[src/rtl/blur_seq_pkg.sv]
// Shared constants and FSM state type for the blur sequencer slice.
// Kernel size and pixel width are fixed for the whole filter family.
package plazer_pkg;

    localparam int unsigned KSIZE = 17;
    localparam int unsigned PIX_W = 8;

    typedef enum logic [2:0] {
        ST_IDLE  = 3'd0,
        ST_FILL  = 3'd1,
        ST_RUN   = 3'd2,
        ST_DRAIN = 3'd3,
        ST_DONE  = 3'd4
    } state_e;

    // Occupancy the FIFO would reach after this cycle's write and read.
    function automatic logic [2:0] occ_after(input logic [1:0] occ,
                                             input logic       wr,
                                             input logic       rd);
        return 3'(occ) + 3'(wr) - 3'(rd);
    endfunction

endpackage

[src/rtl/blur_seq_if.sv]
// Pixel-in / pixel-out stream bundle between the sequencer, the window
// shift register with its arithmetic block, and the downstream consumer.
interface blur_seq_if;
    import plazer_pkg::*;

    logic             pix_valid;
    logic             pix_ready;
    logic             shift_en;
    logic [PIX_W-1:0] arit_pixel;
    logic             out_valid;
    logic             out_ready;
    logic [PIX_W-1:0] out_pixel;

    modport slave (
        input  pix_valid,
        input  arit_pixel,
        input  out_ready,
        output pix_ready,
        output shift_en,
        output out_valid,
        output out_pixel
    );

    modport master (
        output pix_valid,
        output arit_pixel,
        output out_ready,
        input  pix_ready,
        input  shift_en,
        input  out_valid,
        input  out_pixel
    );

endinterface

[src/rtl/blur_seq_fifo.sv]
// Two-entry output FIFO; the head reads as zero while empty so the
// output port is clean after reset and between frames.
module pix_fifo2
    import plazer_pkg::*;
(
    input  logic             clk,
    input  logic             n_rst,
    input  logic             wr,
    input  logic [PIX_W-1:0] wr_data,
    input  logic             rd,
    output logic [PIX_W-1:0] rd_data,
    output logic [1:0]       occ
);

    logic [PIX_W-1:0] mem_q [2];
    logic [PIX_W-1:0] mem_d [2];
    logic             wr_ptr_q, wr_ptr_d;
    logic             rd_ptr_q, rd_ptr_d;
    logic [1:0]       occ_q, occ_d;

    always_comb begin
        mem_d    = mem_q;
        wr_ptr_d = wr_ptr_q;
        rd_ptr_d = rd_ptr_q;
        occ_d    = occ_q;
        // At full occupancy a write lands in the slot being read this cycle.
        if (wr) begin
            mem_d[wr_ptr_q] = wr_data;
            wr_ptr_d        = ~wr_ptr_q;
        end
        if (rd) begin
            rd_ptr_d = ~rd_ptr_q;
        end
        case ({wr, rd})
            2'b10:   occ_d = occ_q + 2'd1;
            2'b01:   occ_d = occ_q - 2'd1;
            default: occ_d = occ_q;
        endcase
    end

    always_ff @(posedge clk or negedge n_rst) begin
        if (!n_rst) begin
            mem_q[0] <= '0;
            mem_q[1] <= '0;
            wr_ptr_q <= 1'b0;
            rd_ptr_q <= 1'b0;
            occ_q    <= '0;
        end else begin
            mem_q    <= mem_d;
            wr_ptr_q <= wr_ptr_d;
            rd_ptr_q <= rd_ptr_d;
            occ_q    <= occ_d;
        end
    end

    assign rd_data = (occ_q != 2'd0) ? mem_q[rd_ptr_q] : '0;
    assign occ     = occ_q;

    a_no_underflow: assert property (@(posedge clk) disable iff (!n_rst)
        !(rd && occ_q == 2'd0));
    a_no_overflow: assert property (@(posedge clk) disable iff (!n_rst)
        !(wr && !rd && occ_q == 2'd2));

endmodule

[src/rtl/blur_seq.sv]
// Raster sequencer for a KSIZE x KSIZE blur: tracks the pixel position,
// flags full windows, and buffers filtered pixels in a two-entry FIFO.
module blur_seq
    import plazer_pkg::*;
#(
    parameter int unsigned IMG_W = 64,
    parameter int unsigned IMG_H = 64
) (
    input  logic      clk,
    input  logic      n_rst,
    input  logic      start,
    blur_seq_if.slave bus,
    output logic      busy,
    output logic      frame_done
);

    localparam int unsigned COL_W = (IMG_W > 1) ? $clog2(IMG_W) : 1;
    localparam int unsigned ROW_W = (IMG_H > 1) ? $clog2(IMG_H) : 1;

    localparam logic [COL_W-1:0] COL_LAST = COL_W'(IMG_W - 1);
    localparam logic [COL_W-1:0] COL_WIN  = COL_W'(KSIZE - 1);
    localparam logic [COL_W-1:0] COL_FILL = COL_W'(KSIZE - 2);
    localparam logic [ROW_W-1:0] ROW_LAST = ROW_W'(IMG_H - 1);
    localparam logic [ROW_W-1:0] ROW_WIN  = ROW_W'(KSIZE - 1);

    state_e           state_q, state_d;
    logic [ROW_W-1:0] row_q, row_d;
    logic [COL_W-1:0] col_q, col_d;
    logic             win_valid_q, win_valid_d;

    logic             in_stream;
    logic             accept;
    logic             fifo_rd;
    logic [1:0]       occ;
    logic             out_valid;
    logic [PIX_W-1:0] out_pixel;
    logic             last_col;
    logic             last_row;

    // Admission counts the write already committed by win_valid_q, so
    // the FIFO can never be asked to hold a third pixel.
    always_comb begin
        in_stream     = (state_q == ST_FILL) || (state_q == ST_RUN);
        fifo_rd       = out_valid && bus.out_ready;
        bus.pix_ready = in_stream && (occ_after(occ, win_valid_q, fifo_rd) <= 3'd1);
        accept        = bus.pix_valid && bus.pix_ready;
        bus.shift_en  = accept;
    end

    always_comb begin
        last_col = (col_q == COL_LAST);
        last_row = (row_q == ROW_LAST);
        row_d    = row_q;
        col_d    = col_q;
        if (state_q == ST_IDLE && start) begin
            row_d = '0;
            col_d = '0;
        end else if (accept) begin
            if (last_col) begin
                col_d = '0;
                row_d = last_row ? '0 : row_q + 1'b1;
            end else begin
                col_d = col_q + 1'b1;
            end
        end
    end

    always_comb begin
        win_valid_d = accept && (state_q == ST_RUN) &&
                      (row_q >= ROW_WIN) && (col_q >= COL_WIN);
    end

    always_comb begin
        state_d = state_q;
        case (state_q)
            ST_IDLE:  if (start) state_d = ST_FILL;
            ST_FILL:  if (accept && row_q == ROW_WIN && col_q == COL_FILL) state_d = ST_RUN;
            ST_RUN:   if (accept && last_row && last_col) state_d = ST_DRAIN;
            ST_DRAIN: if (!win_valid_q && occ == 2'd0) state_d = ST_DONE;
            ST_DONE:  state_d = ST_IDLE;
            default:  state_d = ST_IDLE;
        endcase
    end

    always_ff @(posedge clk or negedge n_rst) begin
        if (!n_rst) begin
            state_q     <= ST_IDLE;
            row_q       <= '0;
            col_q       <= '0;
            win_valid_q <= 1'b0;
        end else begin
            state_q     <= state_d;
            row_q       <= row_d;
            col_q       <= col_d;
            win_valid_q <= win_valid_d;
        end
    end

    pix_fifo2 u_fifo (
        .clk     (clk),
        .n_rst   (n_rst),
        .wr      (win_valid_q),
        .wr_data (bus.arit_pixel),
        .rd      (fifo_rd),
        .rd_data (out_pixel),
        .occ     (occ)
    );

    assign out_valid     = (occ != 2'd0);
    assign bus.out_valid = out_valid;
    assign bus.out_pixel = out_pixel;
    assign busy          = (state_q != ST_IDLE);
    assign frame_done    = (state_q == ST_DONE);

    a_no_window_in_fill: assert property (@(posedge clk) disable iff (!n_rst)
        (state_q == ST_FILL) |-> !win_valid_q);

endmodule

[src/flat_wrapper.sv]
// flat-port wrapper written by rule: the top's interface ports become plain ports
module blur_seq_flat import plazer_pkg::*;
#(
    parameter int unsigned IMG_W = 64,
    parameter int unsigned IMG_H = 64
)
  (clk, n_rst, start, busy, frame_done, bus_pix_valid, bus_arit_pixel, bus_out_ready, bus_pix_ready, bus_shift_en, bus_out_valid, bus_out_pixel);
  blur_seq_if bus_i ();
  input  logic clk;
  input  logic n_rst;
  input  logic start;
  output logic busy;
  output logic frame_done;
  input wire logic [$bits(bus_i.pix_valid)-1:0] bus_pix_valid;
  input wire logic [$bits(bus_i.arit_pixel)-1:0] bus_arit_pixel;
  input wire logic [$bits(bus_i.out_ready)-1:0] bus_out_ready;
  output wire logic [$bits(bus_i.pix_ready)-1:0] bus_pix_ready;
  output wire logic [$bits(bus_i.shift_en)-1:0] bus_shift_en;
  output wire logic [$bits(bus_i.out_valid)-1:0] bus_out_valid;
  output wire logic [$bits(bus_i.out_pixel)-1:0] bus_out_pixel;
  assign bus_i.pix_valid = bus_pix_valid;
  assign bus_i.arit_pixel = bus_arit_pixel;
  assign bus_i.out_ready = bus_out_ready;
  assign bus_pix_ready = bus_i.pix_ready;
  assign bus_shift_en = bus_i.shift_en;
  assign bus_out_valid = bus_i.out_valid;
  assign bus_out_pixel = bus_i.out_pixel;
  blur_seq #(.IMG_W(IMG_W), .IMG_H(IMG_H)) u_core (.clk(clk), .n_rst(n_rst), .start(start), .bus(bus_i), .busy(busy), .frame_done(frame_done));
endmodule
[config.mk]
export PLATFORM = sky130hd
export DESIGN_NAME = blur_seq_flat
export DESIGN_NICKNAME = d
export VERILOG_FILES = /design/src/rtl/blur_seq_pkg.sv /design/src/rtl/blur_seq_if.sv /design/src/rtl/blur_seq_fifo.sv /design/src/rtl/blur_seq.sv /design/src/flat_wrapper.sv
export SDC_FILE = /design/constraint.sdc
export NUM_CORES = 1
export LEC_CHECK = 0
export CORE_MARGIN = 2
export CORE_UTILIZATION = 45
export CTS_CLUSTER_DIAMETER = 80
export DETAILED_ROUTE_END_ITERATION = 6
export PLACE_DENSITY_LB_ADDON = 0.12
export SYNTH_ARGS = -nofsm -noshare
export SYNTH_HDL_FRONTEND = slang
export SYNTH_HIERARCHICAL = 1
export SYNTH_SLANG_ARGS = --single-unit
[constraint.sdc]
create_clock -name clk -period 4.5 [get_ports clk]
set_input_delay 0.675 -clock clk [delete_from_list [all_inputs] [get_ports clk]]
set_output_delay 0.675 -clock clk [all_outputs]
set_load 0.05 [all_outputs]
==> results of run 1 <==
[cells by family (layout without fill, tap and decap cells)]
| kind of cell | Yosys count | in the layout | share of synthesized area [%] |
|---|---|---|---|
| multiplexers | 24 | 24 | 13.0 |
| AND/OR/NAND/NOR | 65 | 65 | 19.0 |
| adder cells (fa/ha/maj) | 7 | 7 | 4.76 |
| AO/OA/AOI/OAI | 28 | 28 | 8.84 |
| flip-flops | 36 | 36 | 45.1 |
| buffers and inverters | 17 | 44 | 4.89 |
| XOR/XNOR | 9 | 9 | 4.32 |
[power breakdown]
part / switching, mW / internal (mW)
Sequential: 0.0651 / 0.362
Combinational: 0.308 / 0.199
Clock: 0.111 / 0.164
[metrics by stage]
stage / instance area [µm²] / util [%] / instances
after floorplan: 2000 / - / 186
after global routing: 2380 / 55.1 / 265
after global placement: 2270 / 52.6 / 257
final: 2380 / 55.1 / 265
after detailed placement: 2270 / 52.6 / 257
after CTS: 2380 / 55.1 / 265
[flip-flops by register name (all words and copies together) (netlist names)]
signal	count
u_core/col_q	6
u_core/row_q	6
u_core/state_q	3
u_core/u_fifo/mem_q	16
u_core/u_fifo/occ	2
u_core/u_fifo/rd_ptr_q	1
u_core/u_fifo/wr_ptr_q	1
u_core/win_valid_q	1
[placed cells by master, fill, tap and decap left out, types with 2 or more instances in the layout]
cell type,instances
clkdlybuf4s50_1,24
and4_1,2
nand4_1,3
nor2_1,19
xor2_1,4
a31oi_1,2
ha_1,6
a311oi_1,2
or2_2,2
inv_1,8
o21ai_0,6
or3_2,3
mux2i_1,8
o311ai_0,2
xnor2_1,4
nand3_1,6
dfrtp_1,36
nor4_1,3
nand2_1,9
clkbuf_8,5
buf_4,2
or4_1,3
a21oi_1,10
mux2_2,16
and3_1,3
[layer usage]
layer	vias up	share of wire, %
li1	718	-
met5	-	0
met3	2	3.4
met1	725	47
met4	0	0.47
met2	30	49
[path summary, 6_finish.rpt]
path                                              from                      to  slack (ns)
worst max-delay path              u_core/u_fifo/occ[1]           bus_pix_ready        0.35
worst min-delay path            u_core/u_fifo/mem_q[6]  u_core/u_fifo/mem_q[6]        0.51
worst max register to register    u_core/u_fifo/occ[1]         u_core/row_q[0]        1.23
worst min register to register  u_core/u_fifo/mem_q[6]  u_core/u_fifo/mem_q[6]        0.51
max in group asynchronous                        n_rst  u_core/u_fifo/mem_q[6]        3.36
min in group asynchronous                        n_rst       u_core/state_q[0]        0.81
[layout make-up]
cell class / count / area [µm²] / share of cell area (%)
timing repair buffer: 27 / 275 / 11.6
tap: 52 / 65.1 / 2.73
clock inverter: 2 / 35.0 / 1.47
sequential: 36 / 901 / 37.8
multi-input combinational: 133 / 998 / 41.9
inverter: 9 / 33.8 / 1.42
clock buffer: 6 / 72.6 / 3.05
[critical path, delay by kind of cell, from the launching register on]
kind                     cells  cell delay [ns]
XOR/XNOR                     1             0.26
adder cells (fa/ha/maj)      3             0.80
buffers and inverters        3             0.90
flip-flops                   1             0.47
AND/OR/NAND/NOR              3             0.76
==> results.md, run 1 <==
Setup path:
- The slowest stage of the critical path belongs to the cell clkdlybuf4s50_1.
- The required time reported for the critical path endpoint is approximately 3.8 ns.
- The stage delay of the slowest cell on the critical path is between 0.7 and 0.8 ns.
- The signal on the critical path passes through or2_2 > and2_1 > ha_1 > inv_1 > ha_1 > inv_1 > fa_1 > xnor2_1 > and4_1 > clkdlybuf4s50_1.
- STA classifies the critical path startpoint as a register.
- The critical path in this run is classified as register to primary output.
- The worst setup path is captured at a primary output.
- STA puts the critical path data arrival time at about 3.5 ns.
- For the worst flop-to-flop path, the logic depth is 12.
- In this run the worst path has a maximum fanout of 6.

Placed design:
- Timing analysis after detailed placement gives a worst setup slack of around 0.41 ns.
- The detailed placement HPWL is 2950 µm.
- Routability-driven placement finished with a final weighted congestion of roughly 0.81.
- The number of port buffers is 25.

Yosys:
- The synthesized design contains 0 enable-type register cells.
- The netlist uses between 40 and 50 different library cells.
- Yosys printed 6 warnings.
- By area the synthesized netlist is led by dfrtp_1 45%, mux2_2 9.0%, mux2i_1 4.0%.
- The leading register cell type out of synthesis is dfrtp_1.
- The average footprint of a synthesized cell is roughly 11 µm².
- After synthesis, the largest area contributor takes up around 45% of total cell area.
- By count the netlist is led by 36 x dfrtp_1, 19 x nor2_1, 16 x mux2_2.
- For this run, asynchronously set or reset flops after synthesis account for 100%.
- The fraction of the yosys area taken by sequential cells is around 45%.
- The synthesized flop and latch total is 36.
- The total standard cell area after synthesis is roughly 0.002 mm².
- The net count after synthesis is 206.
- The most area-hungry cell type in the Yosys netlist is dfrtp_1.
- The most common cell in the synthesized netlist is dfrtp_1.
- In the synthesized netlist, the number of instances is around 190.

CTS:
- The TritonCTS buffer count is 5.
- In this run the number of H-tree levels came out at 2.
- The clock root buffer master is clkbuf_8.
- TritonCTS built the clock tree.
- The worst-case clock buffer depth is 2.
- The later pin in the worst-skew pair is clocked with a latency of about 0.28 ns.
- The clock-pin slew on the worst setup and hold paths is approximately 0.07 ns.
- Hold repair after CTS inserted 0 buffers.
- The clock net sink count is 36.
- The number of gates resized after CTS was 0.
- Post-CTS timing repair inserted 0 buffers for setup.

GRT:
- After global routing, the most crowded layer is met2.
- The wire length of the first global-routing pass is roughly 7000 µm.
- The largest net degree at the start of global routing is 37.
- The final global-route overflow total is 0.
- In the global route stage, met1 resource usage came out at a little under a quarter.
- The global-route track usage on met2 is between 20 and 30%.
- The number of antenna violations at the first check in global routing is 0.
- For this run, global-route usage on met3 was measured as under 10%.
- The number of global-route vias before repair is between 1.5k and 2k.
- The combined global-route utilization of all metal layers is 17.4%.

Finish:
- The final net count is approximately 230.
- 0 antenna diodes ended up in the layout.
- The proportion of layout cells with a drive suffix above 1 is approximately a fifth.
- The number of filler instances in the final layout is just under 400.
- From synthesis to final layout, the design area changed by 19.2%.

Drt:
- The routed wire length is 4070 µm.
- For this run, the detailed router's first-pass iteration total came to 4.
- In this run, the number of DRC markers left after iteration 0 of detailed routing was 64.
- The residual DRC count is 0.
- Dividing the detail-routed via count by the number of cells gives ~5.6.
- Detailed routing inserted a total of approximately 1.5k vias.
- In the final routed layout, each cell accounts on average for 15.3 µm.
- In this run the remaining antenna-violating nets after routing total 0.

Die:
- The initial utilization of the core area, before any placement, comes to 46.2%.
- The number of core rows is 24.
- The number of I/O pins is 26.
- The width of the chip is slightly above 70 µm.
- The area enclosed by the die boundary is 0.00499 mm².
- From bottom edge to top edge, the die measures between 70 and 80 µm.
- The total area inside the core boundary comes to 0.00432 mm².

Pwr:
- The areal power density over the cells is slightly above 500 mW/mm².
- The final total power is 1.21 mW.
- Across the VDD grid, the largest voltage drop is around 0.28 mV.
- The analysis attributes to cell leakage a power of ~1.0 nW.

STA:
- The fmax is between 0.2 and 0.25 GHz.
- The total setup violations reported at the end of the flow is 0.
- On the final layout, the worst clock skew is 0.00717 ns.
- The final-report max-slew violation count is 0.
- For the pin with the worst max-slew slack, the measured transition is between 0.6 and 0.7 ns.
- The final-layout setup total negative slack is 0 ns.
- Counting I/O delays and the setup requirement, the final critical path takes roughly 4.1 ns.
- Setup repair after global routing left no endpoint under its margin.
- Measured against its own limit, the worst slew margin works out to a little under three fifths.
- The least setup slack across all paths after layout is ~0.35 ns.
- The final-layout worst hold slack is between 0.5 and 0.6 ns.
- The final period utilization is 92.1%.
- The hold violation count in the final report is 0.

Outcome:
- The run finished with clean final reports.

Flow run:
- The tool flagged a number of max-cap violations equal to 0.

Min path:
- The worst hold path stage count is 1.
- The classification of the worst-slack hold path is register to register.
(Power assumes the default switching activity.)
==> run 2: changes to the inputs <==
- ABC_AREA: default -> 1
==> run 2 against run 1 <==
Against the previous run:
- maximum frequency rose by 11%
- largest power group unchanged
- sequential share of layout area up 0.20 points
- critical endpoint is now bus_shift_en
- setup slack improved by 0.42 ns
- global-route usage is 0.54 points lower
==> results.md, run 2 <==
Finish:
- The number of flip-flops in the largest register is 16.
- The most frequent standard cell in the layout excluding fill and tap cells is nand2_1.
- The filler cells instantiated in the layout total between 400 and 500.
- The area added between synthesis and finish is 17.7%.
- The largest registers in the layout are u_core/u_fifo/mem_q (16), u_core/col_q (6), u_core/row_q (6).
- The count of non-filler cells in the finished layout is ~330.
- The final core utilization is a little over half.
- The proportion of layout cells with a drive suffix above 1 is 12.0%.
- The register containing the most flip-flops in the final layout is u_core/u_fifo/mem_q.
- The net count of the finished layout is about 300.
- The number of antenna diodes in the final layout is 0.
- The library cells used most frequently in the layout, excluding fill and tap cells, are 62 x nand2_1, 36 x dfrtp_1, 33 x inv_1.

Die:
- The number of core rows is 24.
- The die covers 0.00502 mm².
- The total core area is about 0.0043 mm².
- The effective utilization at floorplan is ~47%.
- 26 I/O pins were placed.
- The width of the chip is slightly above 70 µm.
- The floorplan step set the die height to about 71 µm.

GRT:
- The number of antenna violations at the first check in global routing is 0.
- The largest net degree at the start of global routing is 37.
- The number of global-route vias before repair is approximately 1.5k.
- The wire length of the first global-routing pass is roughly 6700 µm.
- Across every metal layer, demand over resource in global routing totals 16.9%.
- Global routing finished with a remaining overflow of 0.

Drt:
- The wire length on met2 is about 1800 µm.
- The total number of vias is roughly 1.6k.
- Wires add up to 3750 µm.
- The via count normalized by instance count is about 5.0.
- Summed over all nets, wire length on met3 after detailed routing comes to between 150 and 200 µm.
- In the final routed layout, each cell accounts on average for approximately 11 µm.
- The routed metal-1 wirelength is 1790 µm.
- Signal routing reaches up to met4.
- The count of nets left with antenna violations once routing finished came out at 0.
- The violation count after the first detailed-route iteration is between 80 and 90.
- The residual DRC count is 0.
- The first-pass iteration count of the detailed router is 4.

Yosys:
- Summing every instance area after synthesis gives 0.00201 mm².
- Yosys printed 6 warnings.
- After technology mapping, the gate count stands at between 200 and 250.
- The proportion of register bits with asynchronous set or reset after synthesis is 100%.
- By count the netlist is led by 62 x nand2_1, 36 x dfrtp_1, 33 x inv_1.
- In this run, synthesis inferred 0 flip-flops with an integrated enable.
- The synthesized design contains 36 register bits.
- nand2_1 is the most common cell in the netlist.
- The count of different cell masters after synthesis is 35.
- The net count after synthesis is around 270.
- After synthesis, the cell types taking the most area are dfrtp_1 45%, nand2_1 12%, inv_1 6.2%.
- Averaged over all synthesized cells, the footprint is between 8 and 9 µm².
- The fraction of synthesized cell area taken by the top area cell type is between 40% and 50%.
- The synthesized design spends more area on one cell type than any other, namely dfrtp_1.
- The leading register cell type out of synthesis is dfrtp_1.
- The fraction of the yosys area taken by sequential cells is between 40% and 50%.

CTS:
- Gates resized during post-CTS repair numbered 0.
- The clock root buffer master is clkbuf_8.
- The tree built by TritonCTS fans out to 36 sinks.
- The hold-fix buffer count after cts is 0.
- The worst-case clock buffer depth is 2.
- The insertion delay of the later-clocked pin in the worst-skew pair is between 0.2 and 0.3 ns.
- TritonCTS built the clock tree.
- The buffer count from post-CTS setup fixing is 0.
- CTS built an H-tree with a depth of 2.
- The clock-pin slew on the worst setup and hold paths is 0.07 ns.
- The TritonCTS buffer count is 5.

STA:
- The time the final worst path needs with I/O delays and setup is roughly 3.7 ns.
- Final hold analysis gives a worst-case slack of between 0.4 and 0.5 ns.
- The final critical path takes up between 80 and 90% of the cycle.
- The total setup violations reported at the end of the flow is 0.
- At the pin with the least slew margin, the transition time is just over 0.7 ns.
- After routing, the total negative slack on setup checks comes to 0 ns.
- Between clock sinks in the finished design, the worst skew comes to 0.00363 ns.
- The max-slew headroom at the worst pin is 52.1%.
- For this run, the top clock speed supported by timing is between 0.2 and 0.3 GHz.
- The hold violation count in the final report is 0.
- Setup repair after global routing left no endpoint under its margin.
- Once routing completed, OpenROAD measured the worst setup slack at between 0.7 and 0.8 ns.
- The final-report max-slew violation count is 0.

Min path:
- The min-delay analysis places its worst path in the category register to register.
- The worst hold path stage count is 2.
- The startpoint of the worst hold path is u_core/u_fifo/mem_q[9].

Setup path:
- The type of origin of the critical path is an input port.
- The worst setup path startpoint is bus_out_ready.
- The count of buffering cells on the critical path with inverters included is 5.
- The launching point of the worst reg2reg path is u_core/u_fifo/occ[1].
- The endpoint arrival time on the critical path is between 3 and 4 ns.
- The count of cell instances traversed by the critical path is 12.
- The depth of the most critical reg-to-reg path is 14.
- Among cell families on the critical path, the largest total delay comes from buffers and inverters.
- For this design, the slowest cell found on the critical path is fa_1.
- The critical path goes through clkdlybuf4s50_1 > o21a_1 > ha_1 > inv_1 > ha_1 > inv_1 > fa_1 > nand2_1 > nor2_1 > nand3_4 > inv_2 > buf_4.
- The kind of critical path is input port to primary output.
- The required time reported for the critical path endpoint is 3.83 ns.
- STA classifies the critical path endpoint as a primary output.
- The largest single stage delay on the critical path is 0.48 ns.
- Of all nets on the critical path, the largest fanout is 9.

Pwr:
- IR analysis of the VDD net gives a maximum drop of 0.253 mV.
- In this run the power density over the cells is around 680 mW/mm².
- The static leakage is around 1.2 nW.

Placed design:
- The congestion estimate from routability-driven global placement came to a little over 0.8.
- The number of port buffers is 25.
- The detailed placement HPWL is between 2000 and 3000 µm.
- The worst slack at placement is just under 0.8 ns.
- The number of cells in the design after placement is 319.

Flow run:
- The tool flagged a number of max-cap violations equal to 0.

Outcome:
- The run finished with clean final reports.
-- run 2: worst paths after layout --
| kind | slack, ns | end |
|---|---|---|
| worst max-delay path | 0.78 | bus_shift_en |
| worst min-delay path | 0.48 | u_core/u_fifo/mem_q[9] |
| worst max register to register | 1.71 | u_core/row_q[3] |
| worst min register to register | 0.48 | u_core/u_fifo/mem_q[9] |
| max in group asynchronous | 3.37 | u_core/col_q[0] |
| min in group asynchronous | 0.81 | u_core/u_fifo/mem_q[5] |
-- run 2: power breakdown --
part	switching, mW	internal (mW)	leakage, nW	total (mW)
combinational	0.563	0.294	0.743	0.857
sequential	0.0925	0.428	0.400	0.520
clock	0.109	0.125	0.0455	0.234
total	0.765	0.847	1.19	1.61
-- run 2: stage by stage --
step           cell area [µm²]  total power, mW
6_report                  2370             1.61
5_1_grt                   2370             1.73
4_1_cts                   2370             1.63
3_5_place_dp              2280             1.39
3_3_place_gp              2280             1.38
2_1_floorplan             2010             1.14
-- run 2: worst min-delay path, delay by kind of cell, from the launching register on --
family	cells	cell delay (ns)
AO/OA/AOI/OAI	1	0.04
flip-flops	1	0.34
AND/OR/NAND/NOR	1	0.06
-- run 2: logic make-up after synthesis --
| kind of cell | count (synthesis) | share of synthesized area (%) |
|---|---|---|
| simple gates | 111 | 25.0 |
| compound gates | 46 | 14.2 |
| buf+inv | 42 | 9.58 |
| flops | 36 | 44.8 |
| fa+ha+maj | 7 | 4.73 |
| xor+xnor | 4 | 1.74 |
-- run 2: area by class of cell --
| cell class | instances | area (µm²) | share of cell area [%] |
|---|---|---|---|
| Multi-Input combinational cell | 168 | 918 | 38.8 |
| Sequential cell | 36 | 901 | 38.0 |
| Timing Repair Buffer | 26 | 253 | 10.7 |
| Inverter | 37 | 141 | 5.97 |
| Clock buffer | 8 | 90.1 | 3.80 |
| Tap cell | 52 | 65.1 | 2.75 |
-- run 2: metal layers --
metal  vias to the layer above  track usage [%]
met1                       747             21.5
met2                        27             27.4
li1                        844                -
met4                         0             6.50
met3                         4             4.70
met5                         -                0
==> run 3: changes to the inputs <==
- clock period: 4.5 -> 3.4 ns (I/O delays scaled with it)
==> run 3 against run 2 <==
Against the previous run:
- non-clock buffer count rose by 1
- sequential cell count did not move
- wire length rose by 1.9%
- final area rose by 1.6%
- sequential share of layout area fell by 0.59 points
- final cell count rose by 0.31%
- clock skew rose by 0.0048 ns
- critical path type unchanged
- largest power group unchanged
==> results.md, run 3 (synthesized netlist as in run 2, its figures left out) <==
Pwr:
- The worst-case IR drop observed on VDD is about 0.36 mV.
- Of the total power, combinational logic draws a little over half.
- The analysis attributes to net switching a power of about 1.0 mW.
- For this design the ratio of total power to cell area is between 900 and 1000 mW/mm².
- The part of the total power dissipated in the clock network is between 10% and 20%.
- The final total power is ~2.2 mW.
- The internal power of the cells totals about 1.2 mW.
- The proportion of total power due to net switching is between 40 and 50%.
- In this run the static leakage power is approximately 1.2 nW.
- The sequential cell fraction of total power is between 30% and 40%.

Placed design:
- The number of placed instances, taps included, is between 300 and 400.
- Buffers placed on the I/O ports in this run total 25.
- Detailed placement finished with a half-perimeter wire length of ~2800 µm.
- The congestion estimate from routability-driven global placement came to between 0.8 and 0.9.

Finish:
- The proportion of layout cells with a drive suffix above 1 is 13.4%.
- The final net count is approximately 300.
- After the flow finishes, the layout carries non-filler instances totaling around 330.
- After filler insertion, the fill cell instance count of the layout stands at 417.
- Counting flops per register, the top entry is u_core/u_fifo/mem_q.
- The most frequent standard cell in the layout excluding fill and tap cells is nand2_1.
- The number of antenna diodes in the final layout is 0.
- The number of flip-flops in the largest register is 16.
- The largest registers in the layout are u_core/u_fifo/mem_q (16), u_core/col_q (6), u_core/row_q (6).
- Leaving out fill and tap cells, the most frequent cells in the layout are 62 x nand2_1, 36 x dfrtp_1, 33 x inv_1.
- Compared with the post-synthesis result, the final layout area differs by 19.6%.

STA:
- The max-slew headroom at the worst pin is 51.5%.
- The tightest hold path in the finished design has a slack of just under 0.5 ns.
- Setup repair after global routing left no endpoint under its margin.
- For the pin with the worst max-slew slack, the measured transition is slightly above 0.7 ns.
- The clock arrives with approximately 0.0084 ns of skew.
- The final-report max-slew violation count is 0.
- Timing would allow up to roughly 0.32 GHz.
- The hold violation count in the final report is 0.
- The final period utilization is 92.9%.
- The final-layout setup total negative slack is 0 ns.
- Setup violations remaining at the end of the flow were counted as 0.
- The routed design could run at a clock period as short as 3.16 ns.

Outcome:
- The run finished with clean final reports.

Setup path:
- The endpoint class of the critical path is a primary output.
- The kind of critical path is input port to primary output.
- Data on the critical path is required at its endpoint by 2.89 ns.
- For the worst setup path, the data arrival time is roughly 2.7 ns.
- The peak fanout along the critical path is 5.
- The worst register-to-register path has a depth of 15.
- The worst-case register-to-register setup slack is 0.64 ns.
- The type of origin of the critical path is an input port.

GRT:
- The largest net degree at the start of global routing is 37.
- The combined global-route utilization of all metal layers is roughly 17%.
- The first global-routing pass estimated 6850 µm of wire.
- The number of antenna violations at the first check in global routing is 0.
- The number of global-route vias before repair is ~1.6k.
- The final global-route overflow total is 0.

CTS:
- The clock root buffer master is clkbuf_8.
- The worst-case clock buffer depth is 2.
- The TritonCTS buffer count is 5.
- The CTS tree is built.
- The clock-pin slew on the worst setup and hold paths is ~0.070 ns.
- Once the clock tree was built, the setup fixing pass inserted 0 buffers.
- The quantity of gates resized following cts is 0.
- The clock net sink count is 36.
- The hold-fix buffer count after cts is 0.
- The insertion delay of the later-clocked pin in the worst-skew pair is a little under 0.3 ns.
- The depth of the CTS H-tree is 2.

Min path:
- The tightest min-delay check is of the register to register type.
- Along the worst hold path, the cell count comes to 2.

Drt:
- The first-pass iteration count of the detailed router is 4.
- The residual DRC count is 0.
- The routed wire length is ~3800 µm.
- The detail route stage leaves a number of antenna-violating nets equal to 0.
- In the routed layout, each cell is associated on average with a via count of just under 5.
- The violation count after the first detailed-route iteration is 52.
- The final route contains roughly 1.6k vias.
- After detailed routing, the average wire length per cell comes to approximately 12 µm.

Flow run:
- The number of max-capacitance violations reported is 0.

Die:
- The area enclosed by the die boundary is 0.00502 mm².
- In this run the count of I/O pins placed on the die edge is 26.
- The core region is 0.00432 mm².
- From left edge to right edge, the die measures a little over 70 µm.
- From bottom edge to top edge, the die measures 70.9 µm.
- The floorplan has 24 rows.
- The initial utilization of the core area, before any placement, comes to a little under half.
==> run 3: cell types whose count changed in the layout (fill, tap and decap cells not counted) <==
cell      change
buf_12        +2
clkinv_2      +2
clkbuf_1      -2
nor2_2        +1
nor2_1        -1
buf_4         -1
==> run 3: worst max-delay path: stages <==
cell             delay [ns]
clkdlybuf4s50_1        0.45
o21a_1                 0.17
ha_1                   0.24
inv_1                  0.05
ha_1                   0.13
inv_1                  0.04
fa_1                   0.48
nand2_1                0.06
nor2_2                 0.16
nand3_4                0.09
inv_2                  0.11
buf_12                 0.14
==> run 3: path summary, 6_finish.rpt <==
kind,from,endpoint
max,bus_out_ready,bus_shift_en
min,u_core/u_fifo/mem_q[14],u_core/u_fifo/mem_q[14]
max reg2reg,u_core/u_fifo/occ[1],u_core/row_q[3]
min reg2reg,u_core/u_fifo/mem_q[14],u_core/u_fifo/mem_q[14]
max in group asynchronous,n_rst,u_core/u_fifo/mem_q[0]
min in group asynchronous,n_rst,u_core/row_q[2]
==> run 3: metal layers <==
layer	wire [µm]	share of wire [%]	GRT usage [%]	vias to the layer above
li1	-	-	-	837
met1	1720	45	20.9	719
met2	1870	49	28.8	25
met3	142	3.7	5.13	8
met4	91	2.4	7.97	0
met5	0	0	0	-
==> run 3: layout make-up <==
cell class / instances / area [µm²] / area share, %
tap: 52 / 65.1 / 2.70
sequential: 36 / 901 / 37.4
multi-input combinational: 168 / 921 / 38.3
inverter: 37 / 141 / 5.88
clock inverter: 2 / 10.0 / 0.416
timing repair buffer: 27 / 285 / 11.9
clock buffer: 6 / 82.6 / 3.43
==> run 3: power groups by stage <==
stage / clock (mW) / sequential [mW] / combinational, mW
floorplan: 0 / 0.652 / 0.860
global placement: 0 / 0.693 / 1.20
detailed placement: 0 / 0.696 / 1.21
CTS: 0.328 / 0.689 / 1.21
global route: 0.343 / 0.712 / 1.32
finish: 0.313 / 0.689 / 1.20
==> run 3: stage by stage <==
step	area (µm²)	setup WS [ns]	utilization (%)
finish	2410	0.240	55.6
global route	2410	0.0838	55.6
CTS	2400	0.139	55.6
detailed placement	2310	0.142	53.4
global placement	2310	0.174	53.4
floorplan	2010	0.654	-
